--- src/rtl/mem_wb_stage.sv ---
// MEM/WB pipeline register with load alignment/extension and write-back data select.
// Optional retire counter on wb_instret when WB_INSTRET_EN is defined.
module mem_wb_stage #(
  parameter int unsigned XLEN      = 32,
  parameter int unsigned INSTRET_W = 64
) (
  input  logic                 clk,
  input  logic                 rst,
  input  logic                 stall,
  input  logic                 flush,
  input  logic                 mem_valid,
  input  logic [XLEN-1:0]      mem_pc,
  input  logic [XLEN-1:0]      mem_alu_data,
  input  logic [XLEN-1:0]      mem_ld_raw,
  input  logic [2:0]           mem_funct3,
  input  logic [4:0]           mem_rd_addr,
  input  logic [1:0]           mem_wb_sel,
  input  logic                 mem_rd_wren,
  output logic                 wb_valid,
  output logic [XLEN-1:0]      wb_pc,
  output logic [4:0]           wb_rd_addr,
  output logic [XLEN-1:0]      wb_rd_data,
  output logic                 wb_rd_wren
`ifdef WB_INSTRET_EN
  ,
  output logic [INSTRET_W-1:0] wb_instret
`endif
);

  logic            r_valid;
  logic [XLEN-1:0] r_pc;
  logic [XLEN-1:0] r_alu;
  logic [XLEN-1:0] r_ld;
  logic [2:0]      r_funct3;
  logic [4:0]      r_rd_addr;
  logic [1:0]      r_wb_sel;
  logic            r_wren;

  // Flush wins over stall so a held instruction can be discarded.
  always_ff @(posedge clk or posedge rst) begin
    if (rst) begin
      r_valid   <= 1'b0;
      r_pc      <= '0;
      r_alu     <= '0;
      r_ld      <= '0;
      r_funct3  <= '0;
      r_rd_addr <= '0;
      r_wb_sel  <= '0;
      r_wren    <= 1'b0;
    end else if (flush) begin
      r_valid   <= 1'b0;
      r_pc      <= '0;
      r_alu     <= '0;
      r_ld      <= '0;
      r_funct3  <= '0;
      r_rd_addr <= '0;
      r_wb_sel  <= '0;
      r_wren    <= 1'b0;
    end else if (!stall) begin
      r_valid   <= mem_valid;
      r_pc      <= mem_pc;
      r_alu     <= mem_alu_data;
      r_ld      <= mem_ld_raw;
      r_funct3  <= mem_funct3;
      r_rd_addr <= mem_rd_addr;
      r_wb_sel  <= mem_wb_sel;
      r_wren    <= mem_rd_wren & mem_valid & (mem_rd_addr != 5'd0);
    end
  end

  logic [XLEN-1:0] w_ld_shift;
  logic [7:0]      w_byte;
  logic [15:0]     w_half;
  logic [XLEN-1:0] w_ld_ext;

  always_comb begin
    w_ld_shift = r_ld >> {r_alu[1:0], 3'b000};
    w_byte     = w_ld_shift[7:0];
    // Halfword offset bit 0 is ignored; misalignment is trapped elsewhere.
    w_half     = r_alu[1] ? r_ld[31:16] : r_ld[15:0];
    case (r_funct3)
      3'b000:  w_ld_ext = {{(XLEN-8){w_byte[7]}}, w_byte};
      3'b100:  w_ld_ext = {{(XLEN-8){1'b0}}, w_byte};
      3'b001:  w_ld_ext = {{(XLEN-16){w_half[15]}}, w_half};
      3'b101:  w_ld_ext = {{(XLEN-16){1'b0}}, w_half};
      default: w_ld_ext = r_ld;
    endcase
  end

  always_comb begin
    case (r_wb_sel)
      2'b00:   wb_rd_data = r_alu;
      2'b01:   wb_rd_data = w_ld_ext;
      2'b10:   wb_rd_data = r_pc + XLEN'(4);
      default: wb_rd_data = '0;
    endcase
  end

  assign wb_valid   = r_valid;
  assign wb_pc      = r_pc;
  assign wb_rd_addr = r_rd_addr;
  assign wb_rd_wren = r_wren;

`ifdef WB_INSTRET_EN
  logic [INSTRET_W-1:0] r_instret;

  // Counts on departure from WB, so a held instruction is counted once.
  always_ff @(posedge clk or posedge rst) begin
    if (rst) begin
      r_instret <= '0;
    end else if (r_valid && !stall) begin
      r_instret <= r_instret + INSTRET_W'(1);
    end
  end

  assign wb_instret = r_instret;
`endif

endmodule
--- config.mk ---
export PLATFORM = sky130hd
export DESIGN_NAME = mem_wb_stage
export DESIGN_NICKNAME = d
export VERILOG_FILES = /design/src/rtl/mem_wb_stage.sv
export SDC_FILE = /design/constraint.sdc
export NUM_CORES = 1
export LEC_CHECK = 0
export ABC_AREA = 1
export ABC_CLOCK_PERIOD_IN_PS = 4300
export CAP_MARGIN = 15
export CORE_UTILIZATION = 35
export CTS_CLUSTER_SIZE = 8
export DETAILED_ROUTE_END_ITERATION = 6
export PLACE_DENSITY = 0.61
export SLEW_MARGIN = 15
export SYNTH_ARGS = -nofsm -noshare
export SYNTH_HDL_FRONTEND = slang
export SYNTH_SLANG_ARGS = --single-unit
--- constraint.sdc ---
create_clock -name clk -period 4.3 [get_ports clk]
set_input_delay 0.645 -clock clk [delete_from_list [all_inputs] [get_ports clk]]
set_output_delay 0.645 -clock clk [all_outputs]
set_load 0.05 [all_outputs]
# Word-level counts from Yosys, hierarchy flattened
# Index checks and enable logic that the tools add are counted.
# totals
reg_bits,108
input_bits,112
out_inout_bits,71
elab_cells,40
# op_classes
n_addsub,1
n_eq_ne,6
n_shift,1
muxes,19
bitwise_logic,2
reduce_logical,3
# ops
cell,n
32-bit 2-to-1 mux,6
32-bit case mux with 4 select lines,1
32-bit case mux with 3 select lines,1
"32-bit by 3-bit adder with 32-bit output, second input constant",1
32-bit by 5-bit right shift with 8-bit output,1
16-bit 2-to-1 mux,1
5-bit 2-to-1 mux,2
"3-bit equality test, second input constant",2
3-bit 2-to-1 mux,2
5-bit nonzero test,1
1-bit 2-to-1 mux,4
2-bit 2-to-1 mux,2
"3-bit by 1-bit equality test with 1-bit output, second input constant",1
3-bit logical NOT,1
1-bit AND,2
"2-bit by 1-bit equality test with 1-bit output, second input constant",1
"2-bit equality test, second input constant",1
2-bit logical NOT,1
"2-bit by 1-bit != test with 1-bit output, second input constant",1

# Logic depth before layout (Yosys ltp)
# Gate-level depths: netlist of the first run.
# depth
depth_word,4
mapped_depth,9
depth_no_buf,9

# Worst setup path before layout of the first run
# No wires, ideal clock.
# synth_timing
path_type,register -> output
startpoint,reg r_pc[2] (netlist: wb_pc[2])
endpoint,out wb_rd_data[30]
t_arrival_ns,2.040
required_ns,3.655
slack_ns,1.615
stages_incl_launch_ff,9
path_buffers,0
cell_sequence,dfrtp_1 ha_1 nand2_1 nor2_2 inv_1 nor2_1 nand3_1 nand3_1 nand3_1
# synth_via
elab_chain_len,2
# synth_rtl
element,line,text
"start, declared",31,logic [XLEN-1:0] r_pc;
"start signal, assigned",61,r_pc <= mem_pc;
32-bit by 3-bit adder with 32-bit output,94,2'b10: wb_rd_data = r_pc + XLEN'(4);
32-bit case mux with 3 select lines,91,case (r_wb_sel)
"end, declared",22,"output logic [XLEN-1:0] wb_rd_data,"
# Every way passes these cells.

# Final worst setup path of the first run
# layout_timing
startpoint,reg r_wb_sel[1]
endpoint,out wb_rd_data[25]
# layout_via
elab_chain_len,2
word_cells_on_any_way,4
classes_between,eq/ne: 2; mux: 1; reduce/logical: 1
# layout_rtl
element,line,text
"start, declared",36,logic [1:0] r_wb_sel;
"start signal, assigned",66,r_wb_sel <= mem_wb_sel;
"2-bit equality test, or another cell as far along",91,
32-bit case mux with 3 select lines (*),91,
# Every way passes the cells marked *; elsewhere a longest branch is shown, timed or not.

==> metrics.md, run 1 <==
| Metric | Value |
|---|---|
| Sw power | `0.905 mW` |
| Mapped Nets | `997` |
| Layout area overhead | `37.7%` |
| CP Capture Type | `output port` |
| Max layer used | `met4` |
| Depth of the worst register-to-register path | `2` |
| Commonest cells after routing, fill and taps aside | `nand2_1, clkdlybuf4s50_1, nand3_1, dfrtp_1, o21ai_0` |
| Row Count | `47` |
| Setup bufs post-CTS | `0` |
| Top Ports | `183` |
| Sequential power share | `42.0%` |
| Arr. time, crit path | `2.96 ns` |
| Antenna violations before repair | `0` |
| Commonest non-fill, non-tap cell in the layout | `nand2_1` |
| Routed Antenna Nets | `0` |
| Slew HR | `39.1%` |
| Critical path buffer and inverter count | `4` |
| GRT Total Usage | `26.2%` |
| Critical-path top delay cell | `clkdlybuf4s50_1` |
| Async set or reset register ratio after synthesis | `100%` |
| Family with the most delay on the worst path | `buffers and inverters` |
| Worst Path Required | `3.65 ns` |
| Yosys reg bits | `108` |
| Min Hold Slack | `0.512 ns` |
| Routed wire length | `22.9 mm` |
| Hold-fix buffer count after cts | `0` |
| Finish-stage setup viols | `0` |
| R2R Setup Slk | `3.03 ns` |
| Detailed-route via count | `6497` |
| PortBufs | `182` |
| Vias/cell | `5.12` |
| Worst skew pair latency | `0.36 ns` |
| Initial DRT Pass Iterations | `7` |
| Ratio of cells with drive above 1 in the final layout | `4.38%` |
| Top_reg_cell synth | `dfrtp_1` |
| Die Area | `18000 µm²` |
| Syn Std Cell Area | `6100 µm²` |
| Reg clk slew, reported paths | `0.08 ns` |
| Hold Violations, Final | `0` |
| CTS resizes | `0` |
| Vias in the first global route | `6213` |
| Nets | `1158` |
| Post-synth EDFFs | `0` |
| Outcome | `completed` |
| TritonCTS Buffers | `9` |
| Drt drc | `0` |
| Routability cong. | `0.951` |
| Pint | `1.79 mW` |
| FF-to-FF End | `r_funct3[1]$_DFFE_PP0P_` |
| Met2 WL | `9.72 mm` |
| Maximum vdd drop | `0.210 mV` |
| DIE HEIGHT | `134 µm` |
| Pwr/cell area | `321 nW/µm²` |
| Sw Ratio | `33.6%` |
| Global-route wire length before repair | `35.4 mm` |
| Worst hold path cell count | `2` |
| CP Class | `reg2out` |
| Number of max-cap violations | `0` |
| Post-DP HPWL | `17.4 mm` |
| Minimum clock period | `3.61 ns` |
| # H-tree levels | `3` |
| Mapped Cells | `884` |
| Least-Margin Pin Slew | `0.913 ns` |
| Worst hold path class | `reg2reg` |
| TritonCTS clock tree | `yes` |
| Routed met3 length | `1.99 mm` |
| Worst R2R Start | `r_funct3[1]$_DFFE_PP0P_` |
| Setup TNS | `0 ns` |
| Max-slew violation count | `0` |
| Chip Width | `134 µm` |
| Yosys cell types | `31` |
| CP Max Fanout | `26` |
| CORE AREA | `16800 µm²` |
| Met1 wire length | `10.7 mm` |
| Worst Skew | `0 ns` |
| WL/cell | `18.0 µm` |
| Number of synthesis warnings | `0` |
| Clock power frac | `32.8%` |
| CP peak stage delay | `0.83 ns` |
| Root Buffer | `clkbuf_16` |
| DR iter-0 viols | `506` |
| Pleak | `3.73 nW` |
| CP cell instances | `inv_1 > nand2_1 > inv_1 > buf_4 > nand2_1 > nand3_1 > clkdlybuf4s50_1` |
| Crit share post-route | `83.9%` |
| Crit start category | `flip-flop` |
| Post-synthesis sequential area ratio | `44.3%` |
| Overflow after GRT | `0` |
| HP Start | `wb_rd_addr[0]$_DFFE_PP0P_` |
| Mean Syn Cell Area | `6.90 µm²` |
| Hold Path End | `wb_rd_addr[0]$_DFFE_PP0P_` |
| Combinational fraction of design power | `25.2%` |
| Starting density of the core | `36.3%` |
| Clk buf depth | `2` |
| Fmax | `277 MHz` |
| # diodes | `0` |
| Largest net degree at the start of global routing | `102` |
| # clock sinks | `108` |
| RSZ-0062 raised after global routing | `false` |
[area by class of cell]
type	count	area, µm²
sequential	108	2700
tap	220	275
clock buffer	10	239
fill	1754	8420
clock inverter	6	68.8
inverter	83	314
multi-input combinational	652	2900
timing repair buffer	191	1900
[metal layers]
metal | vias to the layer above | GRT usage (%)
li1 | 3166 | -
met1 | 3029 | 38.5
met2 | 267 | 38.3
met3 | 35 | 5.37
met4 | 0 | 8.55
met5 | - | 0
[synthesized netlist by cell type (2+ instances only)]
master    count  area (µm²)
buf_1         3        11.3
o21ai_1       3        15.0
nand3_2       2        20.0
a22oi_1       2        15.0
dfrtp_1     108        2700
o21ai_0      95         475
o211ai_1      5        37.5
inv_2         8        30.0
nor2_1       50         188
nand3_1     112         561
buf_4         4        30.0
o22ai_1       2        12.5
nand2_1     323        1210
nor2_2        4        25.0
inv_1        75         282
clkbuf_1     18        67.6
a21oi_1      39         195
buf_2        15        75.1
nand4_1       3        18.8
nor2_4        2        22.5
[power by group through the flow]
stage	Sequential, mW	Combinational [mW]	Clock (mW)
6_report	1.13	0.679	0.884
3_3_place_gp	1.15	0.681	0
2_1_floorplan	1.20	0.327	0
5_1_grt	1.14	0.731	0.928
3_5_place_dp	1.15	0.681	0
4_1_cts	1.13	0.683	0.896
[cells by family (layout without fill, tap and decap cells)]
kind of cell	count (synthesis)	in the layout	share of synthesized area, %
buffers and inverters	124	290	8.31
AO/OA/AOI/OAI	149	149	12.7
adder cells (fa/ha/maj)	1	1	0.205
AND/OR/NAND/NOR	502	502	34.5
flip-flops	108	108	44.3
[worst register-to-register path, stage by stage (launching register included)]
cell     delay, ns
dfrtp_1       0.69
inv_2         0.28
o21ai_0       0.21
[through the flow]
stage | power (mW) | util [%] | cells | setup slack [ns] | area, µm²
floorplan | 1.53 | - | 884 | 0.809 | 6100
global placement | 1.83 | 48.1 | 1254 | 1.12 | 8090
detailed placement | 1.83 | 48.1 | 1254 | 1.12 | 8090
CTS | 2.71 | 49.9 | 1270 | 0.724 | 8400
finish | 2.70 | 49.9 | 1270 | 0.693 | 8400
global route | 2.80 | 49.9 | 1270 | 0.578 | 8400
[worst max path at each step]
stage / cells past startpoint / startpoint / end
finish: 7 / r_wb_sel[1]$_DFFE_PP0P_ / wb_rd_data[25]
detailed placement: 7 / r_wb_sel[1]$_DFFE_PP0P_ / wb_rd_data[12]
CTS: 7 / r_wb_sel[1]$_DFFE_PP0P_ / wb_rd_data[12]
floorplan: 1 / rst / r_alu[0]$_DFFE_PP0P_
global route: 8 / r_funct3[1]$_DFFE_PP0P_ / wb_rd_data[30]
global placement: 8 / r_funct3[1]$_DFFE_PP0P_ / wb_rd_data[25]
[registers in the layout, summed over array words and instances (netlist names)]
signal / cells
wb_rd_addr: 5
r_funct3: 3
r_ld: 32
r_wb_sel: 2
r_alu: 32
wb_pc: 32
wb_valid: 1
wb_rd_wren: 1
(Power assumes the default switching activity.)
==> inputs of run 2 (changes only) <==
--- a/config.mk
+++ b/config.mk
@@ -6,12 +6,12 @@
 export NUM_CORES = 1
 export LEC_CHECK = 0
 export ABC_AREA = 1
-export ABC_CLOCK_PERIOD_IN_PS = 4300
+export ABC_CLOCK_PERIOD_IN_PS = 3000
 export CAP_MARGIN = 15
 export CORE_UTILIZATION = 35
 export CTS_CLUSTER_SIZE = 8
 export DETAILED_ROUTE_END_ITERATION = 6
-export PLACE_DENSITY = 0.61
+export PLACE_DENSITY = 0.64
 export SLEW_MARGIN = 15
 export SYNTH_ARGS = -nofsm -noshare
 export SYNTH_HDL_FRONTEND = slang
==> constraint.sdc (replaced) <==
create_clock -name clk -period 3 [get_ports clk]
set_input_delay 0.45 -clock clk [delete_from_list [all_inputs] [get_ports clk]]
set_output_delay 0.45 -clock clk [all_outputs]
set_load 0.05 [all_outputs]
==> run 2 against run 1 <==
Effect of this change: final area barely moved; clock-buffer cell count increased by 1; clock skew unchanged; hold slack got worse by 0.0023 ns; final cell count about the same; flip-flop and latch count unchanged; clock power increased by 37%; first-iteration DRC count grew 21%; sequential share of layout area about the same; routed wire length shrank 3.8%; critical path depth is 1 higher; utilization about the same; largest cell class unchanged.
==> metrics.md, run 2 (same netlist as run 1, synthesis figures left out) <==
| Metric | Value |
|---|---|
| Outcome | `completed` |
| Minimum clock period | `2.85 ns` |
| CTS resizes | `0 (unchanged)` |
| Depth of the worst register-to-register path | `2 (unchanged)` |
| Chip Width | `134 µm (unchanged)` |
| RSZ-0062 raised after global routing | `false` |
| TritonCTS Buffers | `9 (unchanged)` |
| CP Class | `reg2out` |
| Pwr/cell area | `455 nW/µm² (+42%)` |
| PortBufs | `182 (unchanged)` |
| Worst skew pair latency | `0.35 ns (about the same)` |
| Ratio of cells with drive above 1 in the final layout | `7.24% (+2.9 points)` |
| Detailed-route via count | `6445 (-0.80%)` |
| TritonCTS clock tree | `yes` |
| Combinational fraction of design power | `25.9% (+0.7 points)` |
| CP Max Fanout | `5 (-81%)` |
| Layout area overhead | `37.5% (about the same)` |
| CORE AREA | `16800 µm² (unchanged)` |
| # H-tree levels | `3 (unchanged)` |
| Largest net degree at the start of global routing | `109 (+6.9%)` |
| Vias/cell | `5.08 (-0.72%)` |
| Sw Ratio | `32.9% (-0.70 points)` |
| # diodes | `0 (unchanged)` |
| Global-route wire length before repair | `34.0 mm (-4.0%)` |
| Number of max-cap violations | `0 (unchanged)` |
| Reg clk slew, reported paths | `0.07 ns (about the same)` |
| Routed Antenna Nets | `0 (unchanged)` |
| Clock power frac | `31.7% (-1.1 points)` |
| Worst hold path class | `reg2reg` |
| Setup TNS | `0 ns (unchanged)` |
| Antenna violations before repair | `0 (unchanged)` |
| Least-Margin Pin Slew | `0.604 ns (-0.308 ns)` |
| Finish-stage setup viols | `0 (unchanged)` |
| R2R Setup Slk | `1.84 ns (-1.19 ns)` |
| CP Capture Type | `output port` |
| Fmax | `351 MHz` |
| Sequential power share | `42.4% (+0.4 points)` |
| Slew HR | `59.7% (+21 points)` |
| Drt drc | `0 (unchanged)` |
| Hold-fix buffer count after cts | `0 (unchanged)` |
| Crit share post-route | `94.9%` |
| Initial DRT Pass Iterations | `7 (unchanged)` |
| Worst Path Required | `2.55 ns (-1.10 ns)` |
| Die Area | `18000 µm² (unchanged)` |
| Top Ports | `183 (unchanged)` |
| Commonest cells after routing, fill and taps aside | `nand2_1, clkdlybuf4s50_1, nand3_1, dfrtp_1, o21ai_0` |
| Clk buf depth | `2 (unchanged)` |
| Starting density of the core | `36.3% (unchanged)` |
| DIE HEIGHT | `134 µm (unchanged)` |
| GRT Total Usage | `24.9% (-1.3 points)` |
| Hold Path End | `wb_valid$_DFFE_PP0P_` |
| Hold Violations, Final | `0 (unchanged)` |
| Setup bufs post-CTS | `0 (unchanged)` |
| Nets | `1158 (unchanged)` |
| Sw power | `1.25 mW (+39%)` |
| # clock sinks | `108 (unchanged)` |
| Fin util | `49.9% (about the same)` |
| Row Count | `47 (unchanged)` |
| Commonest non-fill, non-tap cell in the layout | `nand2_1` |
| Routability cong. | `0.967 (+1.7%)` |
| WL/cell | `17.4 µm (-3.7%)` |
| DR iter-0 viols | `613 (+21%)` |
| Root Buffer | `clkbuf_16` |
| Worst Skew | `0 ns (unchanged)` |
| HP Start | `wb_valid$_DFFE_PP0P_` |
| Worst R2R Start | `r_alu[1]$_DFFE_PP0P_` |
| Max-slew violation count | `0 (unchanged)` |
| Overflow after GRT | `0 (unchanged)` |
| Maximum vdd drop | `0.286 mV (+37%)` |
| Arr. time, crit path | `2.40 ns (-0.56 ns)` |
| Vias in the first global route | `6039 (-2.8%)` |
| Crit start category | `flip-flop` |
| Pleak | `3.81 nW (+1.9%)` |
| Routed wire length | `22.0 mm (-3.8%)` |
| Worst hold path cell count | `2 (unchanged)` |
| Pint | `2.56 mW (+43%)` |
| FF-to-FF End | `r_alu[1]$_DFFE_PP0P_` |
| Post-DP HPWL | `16.9 mm (-2.8%)` |
==> run 2: worst max path at each step <==
stage,start,end,slack (ns),cells after the start
after floorplan,wb_pc[2]$_DFFE_PP0P_,wb_rd_data[30],0.51,8
after global placement,wb_pc[2]$_DFFE_PP0P_,wb_rd_data[10],0.58,8
after detailed placement,wb_pc[2]$_DFFE_PP0P_,wb_rd_data[10],0.57,8
after CTS,wb_pc[2]$_DFFE_PP0P_,wb_rd_data[30],0.18,10
after global routing,wb_pc[2]$_DFFE_PP0P_,wb_rd_data[18],0.03,9
final,wb_pc[2]$_DFFE_PP0P_,wb_rd_data[10],0.15,8
==> run 2: metrics by stage <==
stage / hold slack (ns) / instance area, µm² / setup slack [ns] / std cells / total power [mW]
5_1_grt: 0.535 / 8390 / 0.0338 / 1269 / 3.98
3_5_place_dp: 0.493 / 8100 / 0.570 / 1254 / 2.63
3_3_place_gp: 0.492 / 8100 / 0.580 / 1254 / 2.63
2_1_floorplan: 0.470 / 6100 / 0.510 / 884 / 2.19
6_report: 0.510 / 8390 / 0.154 / 1269 / 3.82
4_1_cts: 0.515 / 8390 / 0.183 / 1269 / 3.84
==> run 2: cell type report <==
cell class / instances / area, µm²
Fill cell: 1749 / 8430
Tap cell: 220 / 275
Timing Repair Buffer: 191 / 1910
Sequential cell: 108 / 2700
Clock inverter: 4 / 48.8
Inverter: 83 / 315
Clock buffer: 11 / 243
Multi-Input combinational cell: 652 / 2900
==> run 2: power groups by stage <==
stage          Combinational [mW]  Sequential (mW)  Clock [mW]
2_1_floorplan               0.469             1.72           0
3_3_place_gp                0.988             1.64           0
3_5_place_dp                0.989             1.65           0
4_1_cts                     0.992             1.62        1.23
5_1_grt                      1.06             1.63        1.29
6_report                    0.988             1.62        1.21
==> run 2: per-layer routing <==
layer  wire length [µm]  part of all wire [%]  vias to the layer above  global-route usage (%)
met5                  0                     0                        -                       0
met4                505                   2.3                        0                    7.99
met3               1890                   8.6                       28                    4.23
met2               9240                    42                      294                    35.7
met1              10400                    47                     2950                    37.8
li1                   -                     -                     3173                       -
==> run 2: critical path: stages, from the launching register on <==
cell	delay, ns
dfrtp_1	0.49
ha_1	0.36
nand2_1	0.15
nor2_2	0.25
nand2_1	0.11
inv_1	0.15
o21ai_0	0.16
nand3_1	0.16
buf_4	0.21
